==> src/rtl/draw_cmd_dispatcher.sv <==
// draw_cmd_dispatcher
//   Pops draw commands from the command FIFO and hands each one to exactly one
//   draw engine, selected by the opcode in the top OP_WIDTH bits of the word.
//   Only one command is in flight at a time. The next pop waits until the
//   active engine reports done. Commands with an unknown opcode are dropped.
//   A timeout recovers from a FIFO read or an engine that never answers.
//
// Ports
//   clk, rst     system clock, synchronous active-high reset
//   ff_empty     FIFO empty flag
//   ff_rden      FIFO pop request (combinational, only asserted in IDLE)
//   ff_rdat      FIFO read data, qualified by ff_rvld
//   ff_rvld      FIFO read data valid
//   eng_vld      one-hot single-cycle start pulse, one bit per engine
//   eng_cmd      last dispatched command word, held until the next dispatch
//   eng_done     engine completion pulses, one bit per engine
//   busy         high whenever a command is being fetched or executed
//   err_unknown  single-cycle pulse: command dropped for an illegal opcode
//   err_timeout  single-cycle pulse: FIFO read or engine timed out
//   cmd_cnt      number of successful dispatches, wraps at 16 bits
module draw_cmd_dispatcher #(
  parameter int CMD_WIDTH = 32,
  parameter int OP_WIDTH  = 4,
  parameter int NUM_ENG   = 2,
  parameter int TO_WIDTH  = 16,
  parameter logic [TO_WIDTH-1:0] TIMEOUT_MAX = 16'hFFFF
) (
  input  logic                 clk,
  input  logic                 rst,
  input  logic                 ff_empty,
  output logic                 ff_rden,
  input  logic [CMD_WIDTH-1:0] ff_rdat,
  input  logic                 ff_rvld,
  output logic [NUM_ENG-1:0]   eng_vld,
  output logic [CMD_WIDTH-1:0] eng_cmd,
  input  logic [NUM_ENG-1:0]   eng_done,
  output logic                 busy,
  output logic                 err_unknown,
  output logic                 err_timeout,
  output logic [15:0]          cmd_cnt
);

  typedef enum logic [1:0] {IDLE, RD_WAIT, BUSY} state_t;

  state_t                state, state_nxt;
  logic [TO_WIDTH-1:0]   to_cnt, to_cnt_nxt;
  logic [NUM_ENG-1:0]    eng_sel;     // one-hot copy of the active opcode
  logic [NUM_ENG-1:0]    op_hot;
  logic [OP_WIDTH-1:0]   op_in;
  logic                  op_legal;
  logic                  done_hit;
  logic                  dispatch;
  logic [NUM_ENG-1:0]    vld_nxt;
  logic                  unk_nxt;
  logic                  tmo_nxt;

  assign op_in    = ff_rdat[CMD_WIDTH-1 -: OP_WIDTH];
  // Opcode is zero-extended before comparing against the engine count.
  assign op_legal = (32'(op_in) < NUM_ENG);
  // Only the active engine's done bit counts; the others are masked off.
  assign done_hit = |(eng_done & eng_sel);
  assign busy     = (state != IDLE);

  always_comb begin
    op_hot = '0;
    for (int i = 0; i < NUM_ENG; i++) begin
      op_hot[i] = (32'(op_in) == 32'(i));
    end
  end

  always_comb begin
    state_nxt  = state;
    to_cnt_nxt = to_cnt;
    ff_rden    = 1'b0;
    dispatch   = 1'b0;
    vld_nxt    = '0;
    unk_nxt    = 1'b0;
    tmo_nxt    = 1'b0;
    case (state)
      IDLE: begin
        ff_rden = ~ff_empty & ~rst;
        if (ff_rden) begin
          state_nxt  = RD_WAIT;
          to_cnt_nxt = '0;
        end
      end
      RD_WAIT: begin
        to_cnt_nxt = to_cnt + TO_WIDTH'(1);
        if (ff_rvld) begin
          if (op_legal) begin
            dispatch   = 1'b1;
            vld_nxt    = op_hot;
            state_nxt  = BUSY;
            to_cnt_nxt = '0;
          end else begin
            unk_nxt   = 1'b1;
            state_nxt = IDLE;
          end
        end else if (to_cnt == TIMEOUT_MAX) begin
          tmo_nxt   = 1'b1;
          state_nxt = IDLE;
        end
      end
      BUSY: begin
        to_cnt_nxt = to_cnt + TO_WIDTH'(1);
        // Done takes priority over a timeout landing on the same cycle.
        if (done_hit) begin
          state_nxt = IDLE;
        end else if (to_cnt == TIMEOUT_MAX) begin
          tmo_nxt   = 1'b1;
          state_nxt = IDLE;
        end
      end
      default: state_nxt = IDLE;
    endcase
  end

  always_ff @(posedge clk) begin
    if (rst) begin
      state       <= IDLE;
      to_cnt      <= '0;
      eng_sel     <= '0;
      eng_vld     <= '0;
      eng_cmd     <= '0;
      err_unknown <= 1'b0;
      err_timeout <= 1'b0;
      cmd_cnt     <= '0;
    end else begin
      state       <= state_nxt;
      to_cnt      <= to_cnt_nxt;
      eng_vld     <= vld_nxt;
      err_unknown <= unk_nxt;
      err_timeout <= tmo_nxt;
      if (dispatch) begin
        eng_cmd <= ff_rdat;
        eng_sel <= op_hot;
        cmd_cnt <= cmd_cnt + 16'd1;
      end
    end
  end

endmodule

==> config.mk <==
export PLATFORM = sky130hd
export DESIGN_NAME = draw_cmd_dispatcher
export DESIGN_NICKNAME = d
export VERILOG_FILES = /design/src/rtl/draw_cmd_dispatcher.sv
export SDC_FILE = /design/constraint.sdc
export NUM_CORES = 1
export LEC_CHECK = 0
export ABC_AREA = 1
export CAP_MARGIN = 20
export CORE_MARGIN = 2
export CORE_UTILIZATION = 47
export DETAILED_ROUTE_END_ITERATION = 16
export PLACE_DENSITY = 0.8
export SYNTH_ARGS = -nofsm -noshare
export SYNTH_HDL_FRONTEND = slang
export SYNTH_SLANG_ARGS = --single-unit
==> constraint.sdc <==
create_clock -name clk -period 1.8 [get_ports clk]
set_clock_uncertainty 0.05 [all_clocks]
set_input_delay 0.36 -clock clk [delete_from_list [all_inputs] [get_ports clk]]
set_output_delay 0.36 -clock clk [all_outputs]
set_load 0.05 [all_outputs]
==> metrics.md <==
| Metric | Value |
|---|---|
| # clock sinks | `72` |
| Drt wl/cell | `~12 um` |
| Final worst slack | `~0.071 ns` |
| Starting Density | `0.488` |
| Fin. max-slew vios | `0` |
| Mean Syn Cell Area | `7.09 um2` |
| Top cell type's share of synthesized area | `0.463` |
| Clock network power share | `0.407` |
| Final setup fails | `0` |
| 1st-iter DRT viols | `around 140` |
| CP required | `approximately 1.4 ns` |
| Gr usage total | `0.214` |
| Pre-CTS WS | `-0.0947 ns` |
| Die height | `~85 um` |
| Part of the Yosys area used for sequential elements | `0.463` |
| Post-Route WL | `approximately 7600 um` |
| Via density | `about 5.0` |
| GPL Wtd Cong | `slightly below 0.9` |
| Synthesized Nets | `around 480` |
| Routed Antenna Nets | `0` |
| Worst R2R Path Depth | `12` |
| # IOs | `between 90 and 100` |
| Area Overhead vs Synth | `39.5%` |
| H-tree Lvls | `3` |
| Internal power | `2.39 mW` |
| Vias | `roughly 3100` |
| P_sw | `between 700 and 800 uW` |
| Worst setup SP type | `primary input` |
| Flop pwr share | `0.506` |
| Total gr overflow | `0` |
| Maximum clock path buffer count | `2` |
| Clock tree root buffer cell | `clkbuf_8` |
| Inserted Diodes | `0` |
| Critical path type | `primary input to output pin` |
| Switching part of the total | `0.248` |
| Global-route wire length before repair | `12600 um` |
| Initial antenna violation count | `0` |
| Max-cap violations | `0` |
| Post-CTS Hold Buffers | `0` |
| Gate count after technology mapping | `~440` |
| Vias in the first global route | `between 2000 and 3000` |
| Area occupied by registers | `approximately 1400 um2` |
| Placed instance count | `a little over 600` |
| Clk slew on worst S/H paths | `0.08 ns` |
| Final period util | `0.960` |
| Crit end category | `output pin` |
| Mapped cell area | `about 3100 um2` |
| TritonCTS clock tree | `done` |
| Inserted Clock Buffers | `9` |
| Max VDD drop | `0.000492 V` |
| Core area | `roughly 6400 um2` |
| Post-synth top area cell | `dfxtp_1` |
| Class of the worst hold path | `flip-flop to flip-flop` |
| Final hold vios | `0` |
| Hold depth | `2` |
| Leak | `about 1.8 nW` |
| Most common cell after layout, fill and taps aside | `nand2_1` |
| Most frequent cells in the layout | `139 x nand2_1, 71 x dfxtp_1, 69 x buf_4` |
| Synth cell types | `30` |
| TritonRoute pass-1 iters | `4` |
| Die X | `around 85 um` |
| CP max FO | `3` |
| FMAX | `~580 MHz` |
| Std cell rows | `29` |
| Total power draw | `about 3.2 mW` |
| Nets | `just under 600` |
| Multi-input gate area | `about 1500 um2` |
| Worst rel slew slack | `0.688` |
| Area contributors post-synth | `dfxtp_1 46%, nand2_1 17%, a21oi_1 8.0%` |
| Die area | `7290 um2` |
| Status | `finished, final reports clean` |
| Reg2reg setup slack | `between 0.1 and 0.15 ns` |
| Fillers | `561` |
| Largest net degree at the start of global routing | `45` |
| Yosys warns | `0` |
| Final min period | `1.73 ns` |
| Worst-Skew Late Latency | `between 0.3 and 0.4 ns` |
| Port buffer count | `between 90 and 100` |
| PwrDens | `732 nW/um2` |
| Detailed-route DRC error count | `0` |
| Worst-margin pin slew | `about 0.47 ns` |
| Worst EP arrival | `roughly 1.3 ns` |
| Proportion of layout cells with a drive suffix above 1 | `0.195` |
| Seq cells post-synth | `slightly above 70` |
| Logic pwr share | `0.088` |
| Final Non-Filler Cells | `between 600 and 700` |
| Detailed Place HPWL | `around 5500 um` |
==> final cells by class <==
type | instances | area share
clock buffers | 9 | 0.0285
clock inverters | 6 | 0.0158
inverters | 43 | 0.0377
multi-input cells | 310 | 0.341
flip-flops and latches | 72 | 0.332
well taps | 77 | 0.0222
repair buffers | 110 | 0.223
==> kinds of logic after synthesis <==
group | after synthesis | synth area share
xor gates and xnor gates | 7 | 0.0197
AOI/OAI and AO/OA | 64 | 0.108
DFF | 72 | 0.463
and+or+nand+nor | 233 | 0.310
buffers and inverters | 57 | 0.0747
adders and majority gates | 6 | 0.0241
==> state kept, by name, indices dropped and copies added (netlist names) <==
register     count
err_unknown      1
state            2
cmd_cnt         16
eng_sel          2
eng_vld          2
to_cnt          16
err_timeout      1
eng_cmd         32
==> critical path: stages <==
cell             delay (ns)
clkdlybuf4s50_1        0.42
inv_2                  0.08
nand2_4                0.06
buf_4                  0.13
nor2_4                 0.12
buf_12                 0.14
==> per-stage QoR <==
step	TNS, ns	area (um2)	hold slack, ns	util
3_3_place_gp	-0.595	4110	0.397	0.643
6_report	0	4350	0.413	0.680
5_1_grt	-0.00853	4350	0.434	0.680
3_5_place_dp	-1.36	4110	0.403	0.643
4_1_cts	0	4310	0.416	0.676
2_1_floorplan	0	3120	0.389	-
==> power by group through the flow <==
stage	Combinational (mW)	Sequential [mW]	Clock [mW]
floorplan	0.105	1.66	0
global placement	0.266	1.64	0
detailed placement	0.268	1.64	0
CTS	0.274	1.61	1.30
global route	0.303	1.61	1.38
finish	0.279	1.61	1.29
==> worst paths after layout <==
check / from / to
worst max-delay path: ff_empty / ff_rden
worst min-delay path: eng_cmd[30] / eng_cmd[30]
worst max register to register: state[1] / cmd_cnt[13]
worst min register to register: eng_cmd[30] / eng_cmd[30]
==> cells in the mapped netlist <==
| cell | instances |
|---|---|
| nand2_1 | 139 |
| dfxtp_1 | 72 |
| nor2_1 | 51 |
| a21oi_1 | 50 |
| inv_1 | 41 |
| nand3_1 | 19 |
| o21ai_0 | 10 |
| nor3_1 | 8 |
| clkbuf_1 | 7 |
| ha_1 | 6 |
| nand4_1 | 5 |
| buf_2 | 4 |
| xnor2_1 | 4 |
| nand2_2 | 3 |
| nor2_2 | 3 |
| xor2_1 | 3 |
| a211oi_1 | 1 |
| a21oi_4 | 1 |
| buf_1 | 1 |
| buf_4 | 1 |
| buf_6 | 1 |
| clkinv_1 | 1 |
| inv_4 | 1 |
| nand3_4 | 1 |
| nor2_4 | 1 |
| nor3b_1 | 1 |
| o21a_1 | 1 |
| o22ai_1 | 1 |
| or2_0 | 1 |
| or2_2 | 1 |
==> metal layers <==
metal  share of wire  GRT usage  vias to the layer above  wire, um
met5               0          0                        -         0
met1            0.44      0.266                     1404      3380
li1                -          -                     1598         -
met3           0.072     0.0652                       12       549
met4           0.015     0.0866                        0       114
met2            0.47      0.347                       92      3560
==> timing repair <==
item / in CTS / in global routing
setup buffers: 0 / 1
cloned: 0 / 0
pin swaps: 1 / 3
gates resized for setup: 5 / 8
setup endpoints to repair: 1 / 31
Power figures use the tool's default switching activity.
